<file path="config.mk">
export PLATFORM = sky130hd
export DESIGN_NAME = wb_status_slave
export DESIGN_NICKNAME = d
export VERILOG_FILES = /design/src/rtl/wb_status_slave.sv
export SDC_FILE = /design/constraint.sdc
export NUM_CORES = 1
export LEC_CHECK = 0
export BUFFER_PORTS_ARGS = -buffer_cell sky130_fd_sc_hd__buf_2
export CAP_MARGIN = 20
export CORE_MARGIN = 1
export CORE_UTILIZATION = 53
export CTS_CLUSTER_DIAMETER = 30
export DETAILED_ROUTE_END_ITERATION = 16
export PLACE_DENSITY = 0.79
export SLEW_MARGIN = 0
export SYNTH_ARGS = -nofsm -noshare
export SYNTH_HDL_FRONTEND = slang
export SYNTH_SLANG_ARGS = --single-unit
</file>
<file path="constraint.sdc">
create_clock -name clk -period 2.2 [get_ports clk]
set_clock_uncertainty 0.1 [all_clocks]
set_input_delay 0.11 -clock clk [delete_from_list [all_inputs] [get_ports clk]]
set_output_delay 0.11 -clock clk [all_outputs]
set_load 0.02 [all_outputs]
</file>
<file path="src/rtl/wb_status_slave.sv">
`default_nettype none
// ============================================================================
//  Module      : wb_status_slave
//  Description : Wishbone classic single-cycle status/control slave.
//                Provides VERSION, SCRATCH, CTRL, sticky FLAGS with mask
//                and registered interrupt, plus a free-running cycle counter.
//  Revision    : 1.0 - initial release
// ============================================================================
module wb_status_slave #(
  parameter logic [23:0] BASE_ADR = 24'h000000,
  parameter logic [31:0] VERSION  = 32'h0001_0000
) (
  input  logic        clk,
  input  logic        rst,
  input  logic [31:0] wb_adr_i,
  input  logic [31:0] wb_dat_i,
  output logic [31:0] wb_dat_o,
  input  logic        wb_we_i,
  input  logic        wb_stb_i,
  input  logic        wb_cyc_i,
  output logic        wb_ack_o,
  input  logic [7:0]  event_i,
  output logic [31:0] ctrl_o,
  output logic        ctrl_strobe_o,
  output logic        irq_o
);

  // Register word offsets (byte address bits [7:2])
  localparam logic [5:0] c_off_version = 6'h00;
  localparam logic [5:0] c_off_scratch = 6'h01;
  localparam logic [5:0] c_off_ctrl    = 6'h02;
  localparam logic [5:0] c_off_flags   = 6'h03;
  localparam logic [5:0] c_off_mask    = 6'h04;
  localparam logic [5:0] c_off_cycles  = 6'h05;

  // Architectural state and next-state values
  logic        ack_q,     ack_d;
  logic [31:0] dat_q,     dat_d;
  logic [31:0] scratch_q, scratch_d;
  logic [31:0] ctrl_q,    ctrl_d;
  logic        strobe_q,  strobe_d;
  logic [7:0]  flags_q,   flags_d;
  logic [7:0]  mask_q,    mask_d;
  logic [31:0] cycles_q,  cycles_d;
  logic        irq_q,     irq_d;

  // Bus decode
  logic        w_sel;
  logic        w_request;
  logic        w_write;
  logic [5:0]  w_off;
  logic [31:0] w_rdata;
  logic        w_unused_adr;

  // The ack term blocks a second request while the current one is being
  // acknowledged, so a held strobe is served on every other cycle.
  assign w_sel     = (wb_adr_i[31:8] == BASE_ADR);
  assign w_request = wb_cyc_i & wb_stb_i & w_sel & ~ack_q;
  assign w_write   = w_request & wb_we_i;
  assign w_off     = wb_adr_i[7:2];

  // Byte-lane bits carry no meaning here; all accesses are full words.
  assign w_unused_adr = &{1'b0, wb_adr_i[1:0]};

  // Read multiplexer, evaluated on the request-sample edge
  always_comb begin
    w_rdata = 32'h0;
    case (w_off)
      c_off_version: w_rdata = VERSION;
      c_off_scratch: w_rdata = scratch_q;
      c_off_ctrl:    w_rdata = ctrl_q;
      c_off_flags:   w_rdata = {24'h0, flags_q};
      c_off_mask:    w_rdata = {24'h0, mask_q};
      c_off_cycles:  w_rdata = cycles_q;
      default:       w_rdata = 32'h0;
    endcase
  end

  // Next-state logic for bus handshake, register writes, flags and counter
  always_comb begin
    ack_d     = w_request;
    dat_d     = w_request ? w_rdata : 32'h0;
    scratch_d = scratch_q;
    ctrl_d    = ctrl_q;
    mask_d    = mask_q;
    flags_d   = flags_q;
    strobe_d  = 1'b0;

    if (w_write) begin
      case (w_off)
        c_off_scratch: scratch_d = wb_dat_i;
        c_off_ctrl: begin
          ctrl_d   = wb_dat_i;
          strobe_d = 1'b1;
        end
        c_off_flags:   flags_d = flags_q & ~wb_dat_i[7:0];
        c_off_mask:    mask_d  = wb_dat_i[7:0];
        default:       ;
      endcase
    end

    // Applied after the clear so a coincident event wins over write-1-to-clear
    flags_d  = flags_d | event_i;

    cycles_d = cycles_q + 32'd1;

    // Interrupt follows the flag/mask state with one cycle of latency
    irq_d    = |(flags_q & mask_q);
  end

  // State registers; active-low synchronous reset aborts any in-flight access
  always_ff @(posedge clk) begin
    if (!rst) begin
      ack_q     <= 1'b0;
      dat_q     <= 32'h0;
      scratch_q <= 32'h0;
      ctrl_q    <= 32'h0;
      strobe_q  <= 1'b0;
      flags_q   <= 8'h0;
      mask_q    <= 8'h0;
      cycles_q  <= 32'h0;
      irq_q     <= 1'b0;
    end else begin
      ack_q     <= ack_d;
      dat_q     <= dat_d;
      scratch_q <= scratch_d;
      ctrl_q    <= ctrl_d;
      strobe_q  <= strobe_d;
      flags_q   <= flags_d;
      mask_q    <= mask_d;
      cycles_q  <= cycles_d;
      irq_q     <= irq_d;
    end
  end

  assign wb_ack_o      = ack_q;
  assign wb_dat_o      = dat_q;
  assign ctrl_o        = ctrl_q;
  assign ctrl_strobe_o = strobe_q;
  assign irq_o         = irq_q;

endmodule
`default_nettype wire
</file>
Word-level counts from Yosys, hierarchy flattened. Index checks and enable logic that the tools add are counted.

Add/sub/neg operators: 1. Equal/unequal tests: 5. Muxes and demuxes: 4. Bitwise gates (word level): 9. Reductions and logical operators: 8.

Operators by type and width (number): 32-bit case mux with 6 select lines (1); 32-bit by 1-bit adder with 32-bit output, second input constant (1); 24-bit zero test (1); 8-bit bitwise AND (2); 8-bit 2-to-1 mux (2); 6-bit by 2-bit == test with 1-bit output, second input constant (2); 6-bit by 3-bit == test with 1-bit output, second input constant (2); 2-bit AND reduction (5); 8-bit inverter (1); 8-bit OR (1); 8-bit OR reduction (1); 6-bit by 1-bit == test with 1-bit output, second input constant (1); 6-bit zero test (1); 1-bit bitwise AND (4); 1-bit 2-to-1 mux (1); 1-bit inverter (1).

Register bits: 147. Output and inout port bits: 67.

Depth between registers and ports, before layout. Gate-level depths: netlist of run 1.

Depth after elaboration: 6. Gate-level depth with buffers: 6. Gate-level depth less buffers: 5.

Worst setup path after synthesis of run 1. No wires, ideal clock.

Path kind: reg2reg. From: register cycles_q[17]. To: register cycles_q[31]. Required time: 2.030 ns. Buffers on the path: 1. Slack: 0.267 ns. Arrival time: 1.762 ns. Stages on the path, launching flop included: 6. Library setup time: 0.070 ns. Cell sequence: dfxtp_1 nand4_1 or4_1 buf_2 or4_1 a21oi_1.

Word-level cells in the longest chain between the ends: 1.

Ends and longest elaborated chain: start, declared (RTL line 44) `logic [31:0] cycles_q, cycles_d;`; start signal, assigned (RTL line 131) `cycles_q <= cycles_d;`; 32-bit by 1-bit adder with 32-bit output (RTL line 105) `cycles_d = cycles_q + 32'd1;`.

No other way between the ends. A chain may end at the register's enable or synchronous reset.

Worst setup path in the final report of run 1.
From: register ack_q, in the netlist wb_ack_o. To: register scratch_q[15].

Word-level cells in the longest chain between the ends: 4.

Ends and longest elaborated chain: start, declared (RTL line 37) `logic ack_q, ack_d;`; start signal, assigned (RTL line 124) `ack_q <= ack_d;`; 1-bit inverter (RTL line 58) `assign w_request = wb_cyc_i & wb_stb_i & w_sel & ~ack_q;`; 1-bit bitwise AND (RTL line 58); 1-bit bitwise AND (RTL line 59) `assign w_write = w_request & wb_we_i;`; 2-bit AND reduction (no source line); end signal, assigned (RTL line 126) `scratch_q <= scratch_d;`; end, declared (RTL line 39) `logic [31:0] scratch_q, scratch_d;`.

No other way between the ends.

==> flow_summary.yaml, run 1 <==
route:
  detailed_route_drc_error_count: 0
  drt_iter0_drc: 648
  detail_route.wirelength_um: 17700
  dr.pass1.iters: 6
  route.detailed.wl_per_inst_um: 17.7
  vias: 5933
  drt.antenna.violating_nets: 0
  post_detailed_route_via_to_cell_ratio: 5.93
final_layout:
  num_antenna_cells: 0
  final_layout_size_suffix_gt1_share_pct: 25.1
  fillerInstances: 772
  register_area_um2: 2940
  nets: 926
  layoutNonFillerInstCount: 1001
  multi_input_area_um2: 2930
  synthToLayoutAreaGrowth_pct: 31.1
logic_synthesis:
  syn-num-nets: 743
  yosys_register_bits: 147
  synth_enable_flop_cells: 0
  synth_cell_types: 48
  syn_area_um2: 6090
  synth_async_sr_flop_share_pct: 0
  synthesis.yosys.warnings: 0
  synth.yosys.seq_area_share_pct: 48.3
  synth_cells: 665
  synth_ff_type: "dfxtp_1"
  syn_area_per_cell_um2: 9.16
clocking:
  clk_pin_slew_ns: 0.06
  clock_insertion_delay_worst_skew_ns: 0.42
  h_tree_levels: 4
  numClockSinks: 147
  cts_setup_buffers: 0
  cell_at_the_root_of_the_clock_tree: "clkbuf_16"
  tritoncts: "built"
  cts_buffers: 17
  cts_max_path_buffers: 2
timing:
  finalCriticalPeriod_ns: 2.09
  totalNegativeSetupSlack_ns: 0
  post-route-worst-setup-slack_ns: 0.109
  timing.slew.headroom_pct: 52.1
  final_max_slew_viol_count: 0
  min_period_over_period_pct: 95.1
  max_freq_mhz: 478
  finalSetupViolations: 0
  worst_slew_pin_slew_ns: 0.719
  setup_repair_after_global_routing_missed_its_margin: "false"
  timing_hold_violations_final: 0
power_and_ir_drop:
  power_per_cell_area_nw_per_um2: 723
  leak_pwr_nw: 3.36
  power.ir.vdd_worst_mv: 0.477
placement:
  detailedPlacementHpwl_um: 11500
  gp_congestion: 0.887
  dpl_worst_slack_ns: 0.126
  place.detailed.instances: 925
  place.port_buffers: 141
die:
  die_area_um2: 11900
  coreArea_um2: 11000
  fp-row-count: 38
  die-height_um: 109
  die-width_um: 109
  ios: 144
  initial_core_util_pct: 55.3
setup_path:
  endpoint_kind: "flop"
  path_max_fanout: 21
  r2r.worst_path.cells: 5
  cp_data_required_time_ns: 2.43
  setup.worst_path.start_class: "flop"
  worstReg2RegStart: "wb_ack_o$_SDFF_PN0_"
  worst-endpoint-arrival_ns: 2.33
  rr_endpoint: "scratch_q[15]$_SDFFE_PN0P_"
  ff2ff_setup_slack_ns: 0.11
  worstSetupPathType: "flop to flop"
global_routing:
  grt_pass1_vias: 5807
  grt_remaining_overflow: 0
  grt_max_degree: 73
  grt_first_pass_wirelength_um: 27800
  gr-usage-all-layers_pct: 30.7
  number_of_antenna_violations_at_the_first_check_in_global_routing: 0
run_status:
  run_status: "complete, no violations"
hold_path:
  worst_hold_startpoint: "wb_we_i"
  worstHoldEndpoint: "ctrl_strobe_o$_SDFF_PN0_"
  holdCritPathClass: "primary input to flop"
  worstHoldPathCells: 4
job:
  count_of_max_cap_constraint_violations: 0
cells in the final DEF, fill, tap and decap left out, types with 5 or more instances in the layout:
cell             n
nand2_1        143
clkbuf_16       17
buf_2          140
nand2b_1         5
or4_1           12
or3_1            5
clkinv_2         6
nor2_1          14
mux2_2           8
xor2_1           6
nand3_1          9
mux2i_1         73
clkinvlp_4       5
and3_1           5
inv_1           13
dlygate4sd3_1   44
nand4_1         11
dfxtp_1        147
a21oi_1         48
nor4_1           7
a31oi_1          8
o21ai_0         14
o31ai_1         10
a22oi_1         43
buf_4           21
flip-flops by register name, indices dropped and copies added (netlist names):
| name | flops |
|---|---|
| ctrl_o | 32 |
| ctrl_strobe_o | 1 |
| cycles_q | 32 |
| flags_q | 8 |
| irq_o | 1 |
| mask_q | 8 |
| scratch_q | 32 |
| wb_ack_o | 1 |
| wb_dat_o | 32 |
kinds of logic after synthesis:
| group | count (synthesis) | share of synthesized area, % |
|---|---|---|
| AND/OR/NAND/NOR | 238 | 18.8 |
| flip-flops | 147 | 48.3 |
| AO/OA/AOI/OAI | 132 | 13.8 |
| multiplexers | 81 | 13.5 |
| buffers and inverters | 56 | 4.04 |
| adder cells (fa/ha/maj) | 1 | 0.205 |
| XOR/XNOR | 10 | 1.44 |
routing by layer:
metal	wire length [µm]	global-route usage, %	part of all wire (%)
met1	6890	36.2	39
met2	8660	52.0	49
met3	1420	7.65	8.0
met4	700	14.7	4.0
met5	0	0	0
worst max-delay path, stage by stage (launching register included):
cell,delay [ns]
dfxtp_1,0.33
nor4_1,0.27
and4_1,0.37
and4_2,0.41
buf_12,0.24
mux2i_1,0.26
area by class of cell:
| cell class | count | area share [%] |
|---|---|---|
| multi-input cells | 462 | 36.6 |
| clock buffers | 18 | 5.50 |
| clock inverters | 14 | 1.71 |
| well taps | 140 | 2.19 |
| inverters | 14 | 0.658 |
| repair buffers | 206 | 16.5 |
| flip-flops and latches | 147 | 36.8 |
per-stage QoR:
stage,hold WS (ns),utilization (%),power [mW],area [µm²]
2_1_floorplan,0.111,-,2.85,6090
3_3_place_gp,0.214,63.1,2.95,6960
3_5_place_dp,0.220,63.1,2.96,6960
4_1_cts,0.0737,72.3,5.78,7980
5_1_grt,0.136,72.4,5.91,7990
6_report,0.0972,72.4,5.78,7990
Yosys cell counts (2+ instances only):
cell type	number	share of area [%]
o21ai_0	14	1.1
nor4_1	8	0.82
o41ai_1	2	0.29
mux2i_1	73	12
and3_1	5	0.51
inv_1	13	0.80
nand4_1	11	1.1
o311ai_0	2	0.29
xnor2_1	4	0.57
buf_2	5	0.41
nand2b_1	5	0.51
buf_4	3	0.37
nand2_1	143	8.8
clkbuf_1	31	1.9
a22oi_1	43	5.3
a21oi_1	48	3.9
and2_1	4	0.41
nor3_2	2	0.33
nand3_1	9	0.74
nor3_1	4	0.33
o31ai_1	10	1.2
mux2_2	8	1.5
or4_1	13	1.6
or3_1	5	0.51
nor2_1	15	0.92
and4_1	5	0.72
a31oi_1	8	0.82
xor2_1	6	0.86
dfxtp_1	147	48
power breakdown:
| group | internal (mW) | total (mW) | switching, mW |
|---|---|---|---|
| Combinational | 0.134 | 0.276 | 0.143 |
| Sequential | 2.68 | 2.69 | 0.0156 |
| Clock | 1.69 | 2.81 | 1.12 |
worst max path at each step:
| stage | from | endpoint | slack, ns | cells after the start |
|---|---|---|---|---|
| after global placement | cycles_q[17]$_SDFF_PN0_ | cycles_q[25]$_SDFF_PN0_ | 0.14 | 4 |
| after CTS | cycles_q[0]$_SDFF_PN0_ | cycles_q[22]$_SDFF_PN0_ | 0.09 | 5 |
| after floorplan | cycles_q[17]$_SDFF_PN0_ | cycles_q[31]$_SDFF_PN0_ | 0.27 | 5 |
| final | wb_ack_o$_SDFF_PN0_ | scratch_q[15]$_SDFFE_PN0P_ | 0.11 | 5 |
| after detailed placement | cycles_q[0]$_SDFF_PN0_ | cycles_q[22]$_SDFF_PN0_ | 0.13 | 5 |
| after global routing | cycles_q[0]$_SDFF_PN0_ | cycles_q[18]$_SDFF_PN0_ | 0.02 | 5 |
repair_timing:
action / in CTS / in global routing
hold endpoints to repair: 81 / 0
resized for setup: 0 / 4
hold buffers: 44 / 0
setup endpoints to repair: 0 / 34
No activity file was read; power rests on OpenSTA's default activity.
==> run 2, diff against run 1 <==
- CTS_BUF_LIST: not set -> sky130_fd_sc_hd__clkbuf_16
==> flow_summary.yaml, run 2 (synthesized netlist as in run 1, its figures left out) <==
route:
  route.detailed.wl_per_inst_um: 17.7
  detailed_route_drc_error_count: 0
  drt_iter0_drc: 599
  post_detailed_route_via_to_cell_ratio: 5.97
  dr.pass1.iters: 6
  vias: 5974
  detail_route.wirelength_um: 17700
  drt.antenna.violating_nets: 0
die:
  die_area_um2: 11900
  initial_core_util_pct: 55.3
  fp-row-count: 38
  die-width_um: 109
  ios: 144
  die-height_um: 109
  coreArea_um2: 11000
setup_path:
  slowest_stage_cell_cp: "or4_1"
  setup.worst_path.start_class: "flop"
  endpoint_kind: "flop"
  crit_chain: "nor4_1, nand4_1, or4_1, buf_4, a21oi_1"
  worstSetupPathType: "flop to flop"
  worstReg2RegStart: "wb_ack_o$_SDFF_PN0_"
  max_stage_delay_ns: 0.56
  r2r.worst_path.cells: 5
  rr_endpoint: "wb_dat_o[6]$_SDFF_PN0_"
  ff2ff_setup_slack_ns: 0.1
  critPathBufInv: 1
  path_max_fanout: 32
  path_delay_family: "simple AND/OR/NAND/NOR gates"
  launch_point_of_the_critical_path: "wb_ack_o$_SDFF_PN0_"
  cp_data_required_time_ns: 2.43
  worst-endpoint-arrival_ns: 2.33
placement:
  detailedPlacementHpwl_um: 11500
  place.port_buffers: 141
  gp_congestion: 0.887
  dpl_worst_slack_ns: 0.126
hold_path:
  worst_hold_startpoint: "wb_we_i"
  holdCritPathClass: "primary input to flop"
  worstHoldPathCells: 4
  worstHoldEndpoint: "ctrl_strobe_o$_SDFF_PN0_"
final_layout:
  nets: 926
  final_layout_size_suffix_gt1_share_pct: 25.0
  most_frequent_cells_in_the_layout: "dfxtp_1 (147), nand2_1 (143), buf_2 (140)"
  synthToLayoutAreaGrowth_pct: 31.0
  num_antenna_cells: 0
  mostFrequentLayoutCell: "dfxtp_1"
clocking:
  tritoncts: "built"
  clk_pin_slew_ns: 0.06
  cell_at_the_root_of_the_clock_tree: "clkbuf_16"
  clock_insertion_delay_worst_skew_ns: 0.42
  h_tree_levels: 4
  numClockSinks: 147
  cts_buffers: 17
  cts_max_path_buffers: 2
timing:
  finalSetupViolations: 0
  min_period_over_period_pct: 95.6
  max_freq_mhz: 476
  timing.slew.headroom_pct: 51.1
  post-route-worst-setup-slack_ns: 0.0978
  worst_slew_pin_slew_ns: 0.734
  timing_hold_violations_final: 0
  totalNegativeSetupSlack_ns: 0
  finalCriticalPeriod_ns: 2.10
  setup_repair_after_global_routing_missed_its_margin: "false"
  final_max_slew_viol_count: 0
global_routing:
  grt_pass1_vias: 5791
  grt_max_degree: 73
  number_of_antenna_violations_at_the_first_check_in_global_routing: 0
  grt_first_pass_wirelength_um: 27800
  grt_remaining_overflow: 0
  gr-usage-all-layers_pct: 30.7
job:
  count_of_max_cap_constraint_violations: 0
power_and_ir_drop:
  power.ir.vdd_worst_mv: 0.478
  leak_pwr_nw: 3.36
  power_per_cell_area_nw_per_um2: 719
run_status:
  run_status: "complete, no violations"
-- run 2: cell count changes in the layout (fill, tap and decap cells not counted) --
cell      change
clkbuf_8      -1
clkinv_1      +1
-- run 2: layer usage --
layer | vias up | global-route usage [%] | share of wire (%)
li1 | 2750 | - | -
met1 | 2796 | 36.3 | 38
met2 | 355 | 51.8 | 49
met3 | 73 | 7.59 | 9.0
met4 | 0 | 15.0 | 3.7
met5 | - | 0 | 0
-- run 2: worst max path at each step --
stage / to / slack [ns] / cells past startpoint
floorplan: cycles_q[31]$_SDFF_PN0_ / 0.27 / 5
global placement: cycles_q[25]$_SDFF_PN0_ / 0.14 / 4
detailed placement: cycles_q[22]$_SDFF_PN0_ / 0.13 / 5
CTS: cycles_q[22]$_SDFF_PN0_ / 0.09 / 5
global route: scratch_q[29]$_SDFFE_PN0P_ / 0.006 / 5
finish: wb_dat_o[6]$_SDFF_PN0_ / 0.1 / 5
-- run 2: stage by stage --
step	total power [mW]	std cells	hold slack [ns]	instance area, µm²	utilization (%)
after floorplan	2.85	665	0.111	6090	-
final	5.74	1001	0.101	7980	72.4
after CTS	5.74	1001	0.0737	7970	72.3
after detailed placement	2.96	925	0.220	6960	63.1
after global placement	2.95	925	0.214	6960	63.1
after global routing	5.87	1001	0.136	7980	72.4
-- run 2: area by class of cell --
class / count / area (µm²)
repair buffers: 206 / 1320
well taps: 140 / 175
clock inverters: 15 / 140
fillers: 776 / 3050
inverters: 14 / 52.6
clock buffers: 17 / 425
flip-flops and latches: 147 / 2940
multi-input cells: 462 / 2930
-- run 2: worst min-delay path, cell delays in order --
cell and delay (ns):
buf_2 0.12, nand4_1 0.12, nor4b_1 0.07, buf_4 0.14
-- run 2: where the power goes --
group	switching (mW)	total, mW	internal [mW]
Sequential	0.0158	2.69	2.68
Combinational	0.143	0.277	0.134
Clock	1.12	2.77	1.65
Total	1.28	5.74	4.46
-- run 2: timing repair --
item / in CTS / in global routing
setup buffers: 0 / 0
setup endpoints to repair: 0 / 33
hold endpoints to repair: 81 / 0
hold buffers: 44 / 0
gates resized for setup: 0 / 4
